### src/rtl/keypad_scanner.sv
`default_nettype none
// ============================================================================
// Module   : keypad_scanner
// Purpose  : Row-scanning controller for a 4x4 keypad. Drives one row at a
//            time, synchronises the column lines, debounces a single key and
//            reports it as a one-hot row/column pair with a press strobe and
//            a held level.
// Revision : 1.0 - initial release
// ============================================================================
module keypad_scanner #(
  parameter int SCAN_DIV        = 1000,
  parameter int DEBOUNCE_CYCLES = 50000
) (
  input  logic       clk,
  input  logic       rst,
  input  logic [3:0] col_in,
  output logic [3:0] row_drive,
  output logic [3:0] key_row,
  output logic [3:0] key_col,
  output logic       key_strobe,
  output logic       key_held
);

  // Counter widths; a parameter of 1 still needs one bit to hold 0.
  localparam int SCW = (SCAN_DIV > 1) ? $clog2(SCAN_DIV) : 1;
  localparam int DBW = (DEBOUNCE_CYCLES > 1) ? $clog2(DEBOUNCE_CYCLES) : 1;

  localparam logic [SCW-1:0] SC_LAST = SCW'(SCAN_DIV - 1);
  localparam logic [DBW-1:0] DB_LAST = DBW'(DEBOUNCE_CYCLES - 1);

  localparam logic [1:0] S_SCAN     = 2'd0;
  localparam logic [1:0] S_DEBOUNCE = 2'd1;
  localparam logic [1:0] S_PRESSED  = 2'd2;

  logic [3:0]     sync1_q, col_sync_q;
  logic [1:0]     state_q, state_d;
  logic [SCW-1:0] scan_cnt_q, scan_cnt_d;
  logic [DBW-1:0] deb_cnt_q, deb_cnt_d;
  logic [DBW-1:0] rel_cnt_q, rel_cnt_d;
  logic [3:0]     row_q, row_d;
  logic [3:0]     cand_row_q, cand_row_d;
  logic [3:0]     cand_col_q, cand_col_d;
  logic [3:0]     key_row_q, key_row_d;
  logic [3:0]     key_col_q, key_col_d;
  logic           strobe_q, strobe_d;
  logic           held_q, held_d;

  logic           w_one_hot;
  logic           w_match;

  // Next row in the top-to-bottom rotation.
  function automatic logic [3:0] next_row(input logic [3:0] r);
    return {r[2:0], r[3]};
  endfunction

  // Exactly one column active means a single unambiguous key in this row.
  assign w_one_hot = (col_sync_q != 4'b0000) &&
                     ((col_sync_q & (col_sync_q - 4'd1)) == 4'b0000);
  // Any deviation from the candidate column, including extra keys, is a mismatch.
  assign w_match   = (col_sync_q == cand_col_q);

  // Scan / debounce / held state machine next-state logic.
  always_comb begin
    state_d    = state_q;
    scan_cnt_d = scan_cnt_q;
    deb_cnt_d  = deb_cnt_q;
    rel_cnt_d  = rel_cnt_q;
    row_d      = row_q;
    cand_row_d = cand_row_q;
    cand_col_d = cand_col_q;
    key_row_d  = key_row_q;
    key_col_d  = key_col_q;
    strobe_d   = 1'b0;
    held_d     = held_q;
    case (state_q)
      S_SCAN: begin
        if (scan_cnt_q == SC_LAST) begin
          scan_cnt_d = '0;
          if (w_one_hot) begin
            // Freeze on this row and start qualifying the candidate.
            cand_row_d = row_q;
            cand_col_d = col_sync_q;
            deb_cnt_d  = '0;
            state_d    = S_DEBOUNCE;
          end else begin
            row_d = next_row(row_q);
          end
        end else begin
          scan_cnt_d = scan_cnt_q + SCW'(1);
        end
      end
      S_DEBOUNCE: begin
        if (!w_match) begin
          // Bounce: abandon the candidate and continue scanning.
          state_d    = S_SCAN;
          row_d      = next_row(cand_row_q);
          scan_cnt_d = '0;
          deb_cnt_d  = '0;
        end else if (deb_cnt_q == DB_LAST) begin
          key_row_d = cand_row_q;
          key_col_d = cand_col_q;
          strobe_d  = 1'b1;
          held_d    = 1'b1;
          deb_cnt_d = '0;
          rel_cnt_d = '0;
          state_d   = S_PRESSED;
        end else begin
          deb_cnt_d = deb_cnt_q + DBW'(1);
        end
      end
      S_PRESSED: begin
        if (w_match) begin
          rel_cnt_d = '0;
        end else if (rel_cnt_q == DB_LAST) begin
          held_d     = 1'b0;
          state_d    = S_SCAN;
          row_d      = next_row(cand_row_q);
          scan_cnt_d = '0;
          rel_cnt_d  = '0;
        end else begin
          rel_cnt_d = rel_cnt_q + DBW'(1);
        end
      end
      default: begin
        state_d = S_SCAN;
      end
    endcase
  end

  // State registers and the two-flop column synchroniser.
  always_ff @(posedge clk) begin
    if (rst) begin
      sync1_q    <= 4'b0000;
      col_sync_q <= 4'b0000;
      state_q    <= S_SCAN;
      scan_cnt_q <= '0;
      deb_cnt_q  <= '0;
      rel_cnt_q  <= '0;
      row_q      <= 4'b0001;
      cand_row_q <= 4'b0000;
      cand_col_q <= 4'b0000;
      key_row_q  <= 4'b0000;
      key_col_q  <= 4'b0000;
      strobe_q   <= 1'b0;
      held_q     <= 1'b0;
    end else begin
      sync1_q    <= col_in;
      col_sync_q <= sync1_q;
      state_q    <= state_d;
      scan_cnt_q <= scan_cnt_d;
      deb_cnt_q  <= deb_cnt_d;
      rel_cnt_q  <= rel_cnt_d;
      row_q      <= row_d;
      cand_row_q <= cand_row_d;
      cand_col_q <= cand_col_d;
      key_row_q  <= key_row_d;
      key_col_q  <= key_col_d;
      strobe_q   <= strobe_d;
      held_q     <= held_d;
    end
  end

  assign row_drive  = row_q;
  assign key_row    = key_row_q;
  assign key_col    = key_col_q;
  assign key_strobe = strobe_q;
  assign key_held   = held_q;

endmodule
`default_nettype wire

### config.mk
export PLATFORM = sky130hd
export DESIGN_NAME = keypad_scanner
export DESIGN_NICKNAME = d
export VERILOG_FILES = /design/src/rtl/keypad_scanner.sv
export SDC_FILE = /design/constraint.sdc
export NUM_CORES = 1
export LEC_CHECK = 0
export ABC_AREA = 1
export BUFFER_PORTS_ARGS = -buffer_cell sky130_fd_sc_hd__buf_2
export CORE_MARGIN = 4
export CORE_UTILIZATION = 56
export CTS_CLUSTER_DIAMETER = 150
export DETAILED_ROUTE_END_ITERATION = 8
export PLACE_DENSITY_LB_ADDON = 0.12
export SYNTH_ARGS = -nofsm -noshare
export SYNTH_HDL_FRONTEND = slang
export SYNTH_SLANG_ARGS = --single-unit
### constraint.sdc
create_clock -name clk -period 1.8 [get_ports clk]
set_input_delay 0.18 -clock clk [delete_from_list [all_inputs] [get_ports clk]]
set_output_delay 0.18 -clock clk [all_outputs]
set_load 0.02 [all_outputs]
==> results.md, run 1 <==
- Fraction of layout cells with a size suffix above 1: 19.38%
- Distinct cell type count of the synthesized netlist: 35
- Critical R2R Launch: deb_cnt_q[1]
- Synth Flop Type: dfxtp_1
- Hold violation total from the final report: 0
- Hold buffers post-CTS: 0
- Die area: 0.009067 sq mm
- Synthesized area per cell: 6.475 sq um
- Top cell type's share of synthesized area: 34.77%
- GR Util All Layers: 22.96%
- Ys async rst share: 0%
- Fmax: 0.5853 GHz
- Static Leak: 0.001974 uW
- Row count: 31
- Crit start category: flop
- WL final: 10.16 mm
- Post-Syn Nets: 671
- IO Pins: 20
- Worst setup path startpoint: deb_cnt_q[1]
- Endpoints failing setup: 0
- Inserted Diodes: 0
- Fin crit share: 94.91%
- Yosys reg bits: 74
- Largest net degree at the start of global routing: 38
- Clk root buf: clkbuf_8
- Most frequent cells after synthesis: nand2_1 (184), nor2_1 (98), inv_1 (75), dfxtp_1 (74), nand3_1 (50)
- Status: completed
- Die height: 95.22 microns
- Gpl congestion: 0.8664
- PwrDens: 674.1 mW/mm^2
- Number of global-route vias before repair: 3731
- Worst R2R End: rel_cnt_q[6]
- Htree depth: 3
- Synthesized instance count: 658
- Via Count: 4206
- Post-DP HPWL: 7.132 mm
- Required time worst endpoint: 2.09 ns
- Post-synth EDFFs: 0
- Setup CP Type: reg -> reg
- Max Slew Vio Count: 0
- Final core occ: 67.72%
- Starting Density: 58.12%
- Initial antenna violation count: 0
- Synth top area cells: dfxtp_1 (35%), nand2_1 (16%), nor2_1 (8.6%), inv_1 (6.6%), nand3_1 (5.9%)
- Drt via density: 5.186
- Unrepaired setup endpoints after global routing: yes
- Chip width: 95.22 microns
- Later-pin clock latency in the skew report: 0.36 ns
- Nets: 720
- Yosys warnings: 0
- Worst EP arrival: 1.99 ns
- DR pass1 iterations: 5
- R2R setup slack: 0.09 ns
- Hold Slack: 0.02118 ns
- Cell depth of the worst flop-to-flop path: 10
- Clock skew: 0.01241 ns
- CTS tree: built
- Area grow syn2layout: 16.53%
- Slew HR: 70.85%
- Clk slew on worst S/H paths: 0.09 ns
- I/O Buffers: 19
- Maximum vdd drop: 414.7 uV
- Setup crit end: rel_cnt_q[6]
- CTS buffer count: 9
- Antenna Nets Post-Route: 0
- Global route overflow: 0
- First-pass GRT wire length: 16.73 mm
- Total clock sinks: 74
- Number of remaining DRC errors: 0
- Drt wl/cell: 12.53 microns
- Core ar.: 0.007331 sq mm
- Most common cell in the netlist: nand2_1
- Setup crit end kind: flop
- Cell taking the most area after synthesis: dfxtp_1
- Seq/Total Area, Yosys: 34.77%
- Worst-path maximum fanout: 7
- Min-Delay Path Class: in -> reg
- Setup TNS Final: 0 ns
- Clock Path Buffers: 2
- DRT iter0 DRCs: 208
- Worst-Margin Slew: 0.4372 ns
- Max-cap violations: 0
- Min-Delay Startpoint: col_in[2]
- Netlist Area Pre-Place: 0.004260 sq mm
- Fin crit period: 1.708 ns
-- flip-flops by register name, summed over array words and instances (netlist names) --
register and count:
cand_col_q 4, cand_row_q 4, col_sync_q 4, deb_cnt_q 16, key_col 4, key_held 1, key_row 4, key_strobe 1
rel_cnt_q 16, row_drive 4, scan_cnt_q 10, state_q 2, sync1_q 4
-- how the worst min path moves through the flow --
stage / to / slack, ns / cells after the start
floorplan: sync1_q[0] / 0.29 / 2
detailed placement: sync1_q[2] / 0.38 / 3
global route: sync1_q[1] / 0.02 / 3
global placement: sync1_q[3] / 0.38 / 3
finish: sync1_q[2] / 0.02 / 3
CTS: sync1_q[2] / 0.01 / 3
-- logic make-up (layout without fill, tap and decap cells) --
kind of cell / count (synthesis) / count (layout) / synth area share (%)
adder cells (fa/ha/maj): 7 / 7 / 2.056
AO/OA/AOI/OAI: 78 / 78 / 10.13
XOR/XNOR: 7 / 7 / 1.439
flip-flops: 74 / 74 / 34.77
buffers and inverters: 100 / 153 / 10.37
AND/OR/NAND/NOR: 392 / 393 / 41.23
-- stage by stage --
| step | area, sq um | setup slack [ns] | power (uW) | instances |
|---|---|---|---|---|
| after floorplan | 4260 | 0.1021 | 1997 | 658 |
| after global placement | 4607 | 0.03702 | 2101 | 790 |
| after detailed placement | 4607 | -0.01821 | 2107 | 790 |
| after CTS | 4803 | 0.01258 | 3337 | 806 |
| after global routing | 4965 | -0.01985 | 3500 | 811 |
| final | 4965 | 0.09158 | 3347 | 811 |
-- critical path, stage by stage, from the launching register on --
cell and delay (ns):
dfxtp_2 0.35, ha_2 0.18, nand2_2 0.08, nor2_4 0.17, nand3_2 0.09, nor2_2 0.13, nand3_4 0.15, nand2_8 0.14
buf_4 0.13, nand3_2 0.05, a21oi_1 0.15
-- power by group --
part / total (uW) / switching (uW) / internal [uW]
combinational: 407 / 263 / 143
sequential: 1700 / 29.6 / 1670
clock: 1240 / 713 / 524
-- routing by layer --
metal,track usage (%),vias up,routed length (microns)
li1,-,2184,-
met1,30.37,1883,4602
met2,37.14,120,4772
met3,4.578,19,598
met4,8.053,0,189
met5,0,-,0
-- layout by cell type (no fill, tap or decap), types with 2 or more instances in the layout --
master | Yosys | layout
a21oi_1 | 42 | 42
a21oi_2 | 5 | 5
buf_12 | 0 | 3
buf_2 | 2 | 19
buf_4 | 1 | 26
buf_6 | 5 | 5
clkbuf_8 | 0 | 9
clkinv_1 | 2 | 2
clkinvlp_4 | 0 | 4
dfxtp_1 | 74 | 67
dfxtp_2 | 0 | 7
ha_1 | 7 | 2
ha_2 | 0 | 4
inv_1 | 75 | 74
inv_2 | 6 | 6
inv_6 | 0 | 3
nand2_1 | 184 | 182
nand2_2 | 5 | 7
nand2_4 | 2 | 2
nand3_1 | 50 | 47
nand3_2 | 11 | 14
nand3b_1 | 3 | 3
nand4_1 | 9 | 9
nor2_1 | 98 | 94
nor2_2 | 9 | 11
nor2_4 | 2 | 4
nor3_1 | 14 | 14
o21ai_0 | 27 | 25
o21ai_1 | 0 | 2
o21bai_1 | 2 | 2
xnor2_1 | 4 | 4
xor2_1 | 3 | 3
-- layout make-up --
cell class / instances / area, sq um
clock buffer: 9 / 123.9
timing repair buffer: 54 / 431.7
tap: 99 / 123.9
clock inverter: 7 / 60.06
inverter: 83 / 315.3
sequential: 74 / 1490
fill: 651 / 2366
multi-input combinational: 485 / 2420
-- what timing repair did --
| item | in CTS | in global routing |
|---|---|---|
| gates cloned | 0 | 2 |
| resized for setup | 3 | 30 |
| pin swaps | 0 | 6 |
| setup buffers | 0 | 3 |
| setup endpoints to repair | 13 | 61 |
| hold endpoints to repair | 0 | 0 |
Note: power is estimated with default switching activity, not from simulation.
==> run 2: changes to the inputs <==
--- a/config.mk
+++ b/config.mk
@@ -5,10 +5,10 @@
 export SDC_FILE = /design/constraint.sdc
 export NUM_CORES = 1
 export LEC_CHECK = 0
-export ABC_AREA = 1
+export ABC_AREA = 0
 export BUFFER_PORTS_ARGS = -buffer_cell sky130_fd_sc_hd__buf_2
 export CORE_MARGIN = 4
-export CORE_UTILIZATION = 56
+export CORE_UTILIZATION = 55
 export CTS_CLUSTER_DIAMETER = 150
 export DETAILED_ROUTE_END_ITERATION = 8
 export PLACE_DENSITY_LB_ADDON = 0.12
==> run 2 against run 1 <==
  * The run now ends with setup timing left
  * Cell area rose by 16%
  * Global-route usage rose by 5.2 points
  * Non-clock buffer count rose by 95
  * Sequential cell count did not move
  * Critical endpoint is now rel_cnt_q[11]
==> results.md, run 2 <==
- Critical R2R Launch: deb_cnt_q[1] (unchanged)
- Worst EP arrival: 2.59 ns (was 1.99 ns)
- Top cell type's share of synthesized area: 39.63% (was 34.77%)
- PwrDens: 570.7 mW/mm^2 (was 674.1 mW/mm^2)
- Fin crit period: 2.297 ns (was 1.708 ns)
- Starting Density: 57.88% (was 58.12%)
- Yosys warnings: 0 (unchanged)
- Setup crit end kind: flop (unchanged)
- First-pass GRT wire length: 19.17 mm (was 16.73 mm)
- Post-DP Area: 0.004798 sq mm (was 0.004607 sq mm)
- Biggest regs: deb_cnt_q (16), rel_cnt_q (16), scan_cnt_q (10) (unchanged)
- Setup ws final: -0.4967 ns (was 0.09158 ns)
- Worst R2R End: rel_cnt_q[11] (was rel_cnt_q[6])
- Max Slew Vio Count: 0 (unchanged)
- Chip width: 90.45 microns (was 95.22 microns)
- Gpl congestion: 0.8892 (was 0.8664)
- Clk slew on worst S/H paths: 0.09 ns (about the same)
- R2R setup slack: -0.50 ns (was 0.09 ns)
- Crit start category: flop (unchanged)
- Max-cap violations: 0 (unchanged)
- Via Count: 4422 (was 4206)
- Fin area: 0.005769 sq mm (was 0.004965 sq mm)
- Hold path cells: 2 (was 3)
- Multi-input combinational cell area: 0.002698 sq mm (was 0.002420 sq mm)
- CTS tree: built (unchanged)
- Cell depth of the worst flop-to-flop path: 8 (was 10)
- Initial antenna violation count: 0 (unchanged)
- IO Pins: 20 (unchanged)
- I/O Buffers: 19 (unchanged)
- Distinct cell type count of the synthesized netlist: 66 (was 35)
- Largest net degree at the start of global routing: 46 (was 38)
- Setup CP Type: reg -> reg (unchanged)
- Post-Syn Nets: 441 (was 671)
- Yosys reg bits: 74 (unchanged)
- Total clock sinks: 74 (unchanged)
- Filler cell count in the final layout: 272 (was 651)
- Setup crit end: rel_cnt_q[11] (was rel_cnt_q[6])
- Worst setup path startpoint: deb_cnt_q[1] (unchanged)
- Clock skew: 0.009373 ns (was 0.01241 ns)
- Htree depth: 3 (unchanged)
- Number of remaining DRC errors: 0 (unchanged)
- Min-Delay Path Class: in -> reg (unchanged)
- Die area: 0.008180 sq mm (was 0.009067 sq mm)
- Clk root buf: clkbuf_8 (unchanged)
- Drt wl/cell: 22.91 microns (was 12.53 microns)
- Row count: 29 (was 31)
- Static Leak: 0.002310 uW (was 0.001974 uW)
- DRT iter0 DRCs: 374 (was 208)
- Required time worst endpoint: 2.09 ns (about the same)
- Most frequent cells after synthesis: dfxtp_1 (74), nor2_1 (31), nand2_1 (29), a21oi_1 (24) (was nand2_1 (184), nor2_1 (98), inv_1 (75), dfxtp_1 (74), nand3_1 (50))
- Fraction of layout cells with a size suffix above 1: 48.26% (was 19.38%)
- Antenna Nets Post-Route: 0 (unchanged)
- Post-DP HPWL: 6.893 mm (was 7.132 mm)
- WL final: 14.91 mm (was 10.16 mm)
- Status: complete, but fails checks (was completed)
- GR Util All Layers: 28.20% (was 22.96%)
- Commonest cells after routing, fill and taps aside: buf_4 (107), dfxtp_1 (62), nor2_1 (29), nand2_1 (27), mux2i_1 (21) (was nand2_1 (182), nor2_1 (94), inv_1 (74), dfxtp_1 (67), nand3_1 (47))
- Ys async rst share: 0% (unchanged)
- Number of global-route vias before repair: 3955 (was 3731)
- Worst-Margin Slew: 0.5391 ns (was 0.4372 ns)
- Setup TNS Final: -19.29 ns (was 0 ns)
- Commonest non-fill, non-tap cell in the layout: buf_4 (was nand2_1)
- Fin crit share: 127.6% (was 94.91%)
- Netlist Area Pre-Place: 0.003739 sq mm (was 0.004260 sq mm)
- Register area: 0.001496 sq mm (was 0.001490 sq mm)
- Failing checks: setup timing
- Area grow syn2layout: 54.32% (was 16.53%)
- Worst-path maximum fanout: 12 (was 7)
- Nets: 582 (was 720)
- Most common cell in the netlist: dfxtp_1 (was nand2_1)
- Slew HR: 63.73% (was 70.85%)
- Non-filler instance count after layout: 651 (was 811)
- Endpoints failing setup: 60 (was 0)
- Unrepaired setup endpoints after global routing: yes (unchanged)
- Post-synth EDFFs: 0 (unchanged)
- Core ar.: 0.006459 sq mm (was 0.007331 sq mm)
- Synthesized instance count: 428 (was 658)
- Synthesized area per cell: 8.735 sq um (was 6.475 sq um)
- Later-pin clock latency in the skew report: 0.37 ns (was 0.36 ns)
- Cell taking the most area after synthesis: dfxtp_1 (unchanged)
- Maximum vdd drop: 632.5 uV (was 414.7 uV)
- CTS buffer count: 9 (unchanged)
- Fmax: 0.4354 GHz (was 0.5853 GHz)
- Die height: 90.45 microns (was 95.22 microns)
- Synth Flop Type: dfxtp_1 (unchanged)
- Hold violation total from the final report: 0 (unchanged)
- Clock Path Buffers: 2 (unchanged)
- DR pass1 iterations: 5 (unchanged)
- Inserted Diodes: 0 (unchanged)
- Global route overflow: 0 (unchanged)
- Seq/Total Area, Yosys: 39.63% (was 34.77%)
- Placed cell count: 609 (was 790)
- Synth top area cells: dfxtp_1 (40%), mux2i_1 (5.6%), a21oi_1 (3.2%), nor2_1 (3.1%), nand2_1 (2.9%) (was dfxtp_1 (35%), nand2_1 (16%), nor2_1 (8.6%), inv_1 (6.6%), nand3_1 (5.9%))
- Hold buffers post-CTS: 0 (unchanged)
- Drt via density: 6.793 (was 5.186)
## run 2: cell count changes in the layout (fill, tap and decap cells not counted), moves of 22 or more
cell | previous run | this run
nand3_1 | 47 | 17
a21oi_1 | 42 | 7
nand2_1 | 182 | 27
o21ai_0 | 25 | 3
buf_4 | 26 | 107
nor2_1 | 94 | 29
inv_1 | 74 | 16
## run 2: report_power, final
group	switching (uW)	total, uW	internal, uW
Sequential	11.4	1660	1650
Combinational	126	204	78.4
Clock	732	1430	695
## run 2: cells by family after synthesis
logic type | synth area share, %
flip-flops | 39.63
AND/OR/NAND/NOR | 26.84
multiplexers | 6.526
XOR/XNOR | 1.406
adder cells (fa/ha/maj) | 2.343
buffers and inverters | 4.150
AO/OA/AOI/OAI | 19.11
## run 2: worst min-delay path by stage
stage	from	endpoint
final	col_in[3]	sync1_q[3]
after global routing	col_in[1]	sync1_q[1]
after CTS	col_in[1]	sync1_q[1]
after detailed placement	col_in[1]	sync1_q[1]
after global placement	col_in[3]	sync1_q[3]
after floorplan	col_in[0]	sync1_q[0]
## run 2: metrics by stage
step	hold WS [ns]	util (%)	total power, uW	worst slack [ns]
global route	0.03806	89.33	3357	-0.5977
detailed placement	0.4012	74.29	1852	-0.3614
global placement	0.3914	74.29	1848	-0.2909
CTS	0.01492	82.84	3231	-0.3076
floorplan	0.3082	-	1789	-0.1999
finish	0.01815	89.33	3292	-0.4967
## run 2: repair_timing
item	4_1_cts	5_1_grt
gates cloned	1	2
resized for setup	60	56
buffers inserted	14	11
setup endpoints to repair	58	66
pin swaps	31	28
## run 2: cell type report
type | instances | area share, %
clock buffers | 10 | 2.386
clock inverters | 6 | 1.301
inverters | 20 | 1.345
multi-input cells | 315 | 46.76
flip-flops and latches | 74 | 25.94
well taps | 77 | 1.670
repair buffers | 149 | 20.60
## run 2: per-layer routing
metal	vias up	track usage, %	routed length [microns]
met3	99	3.917	1211
li1	1902	-	-
met2	295	48.10	7207
met4	0	12.76	974
met1	2126	35.28	5519
met5	-	0	0
## run 2: worst max-delay path, cell delays in order (launching register included)
cell and delay (ns):
dfxtp_2 0.37, ha_4 0.15, nand4b_1 0.17, buf_4 0.20, nor4_4 0.34, a31oi_4 0.15
buf_12 0.17, or4_1 0.50, a21oi_1 0.17
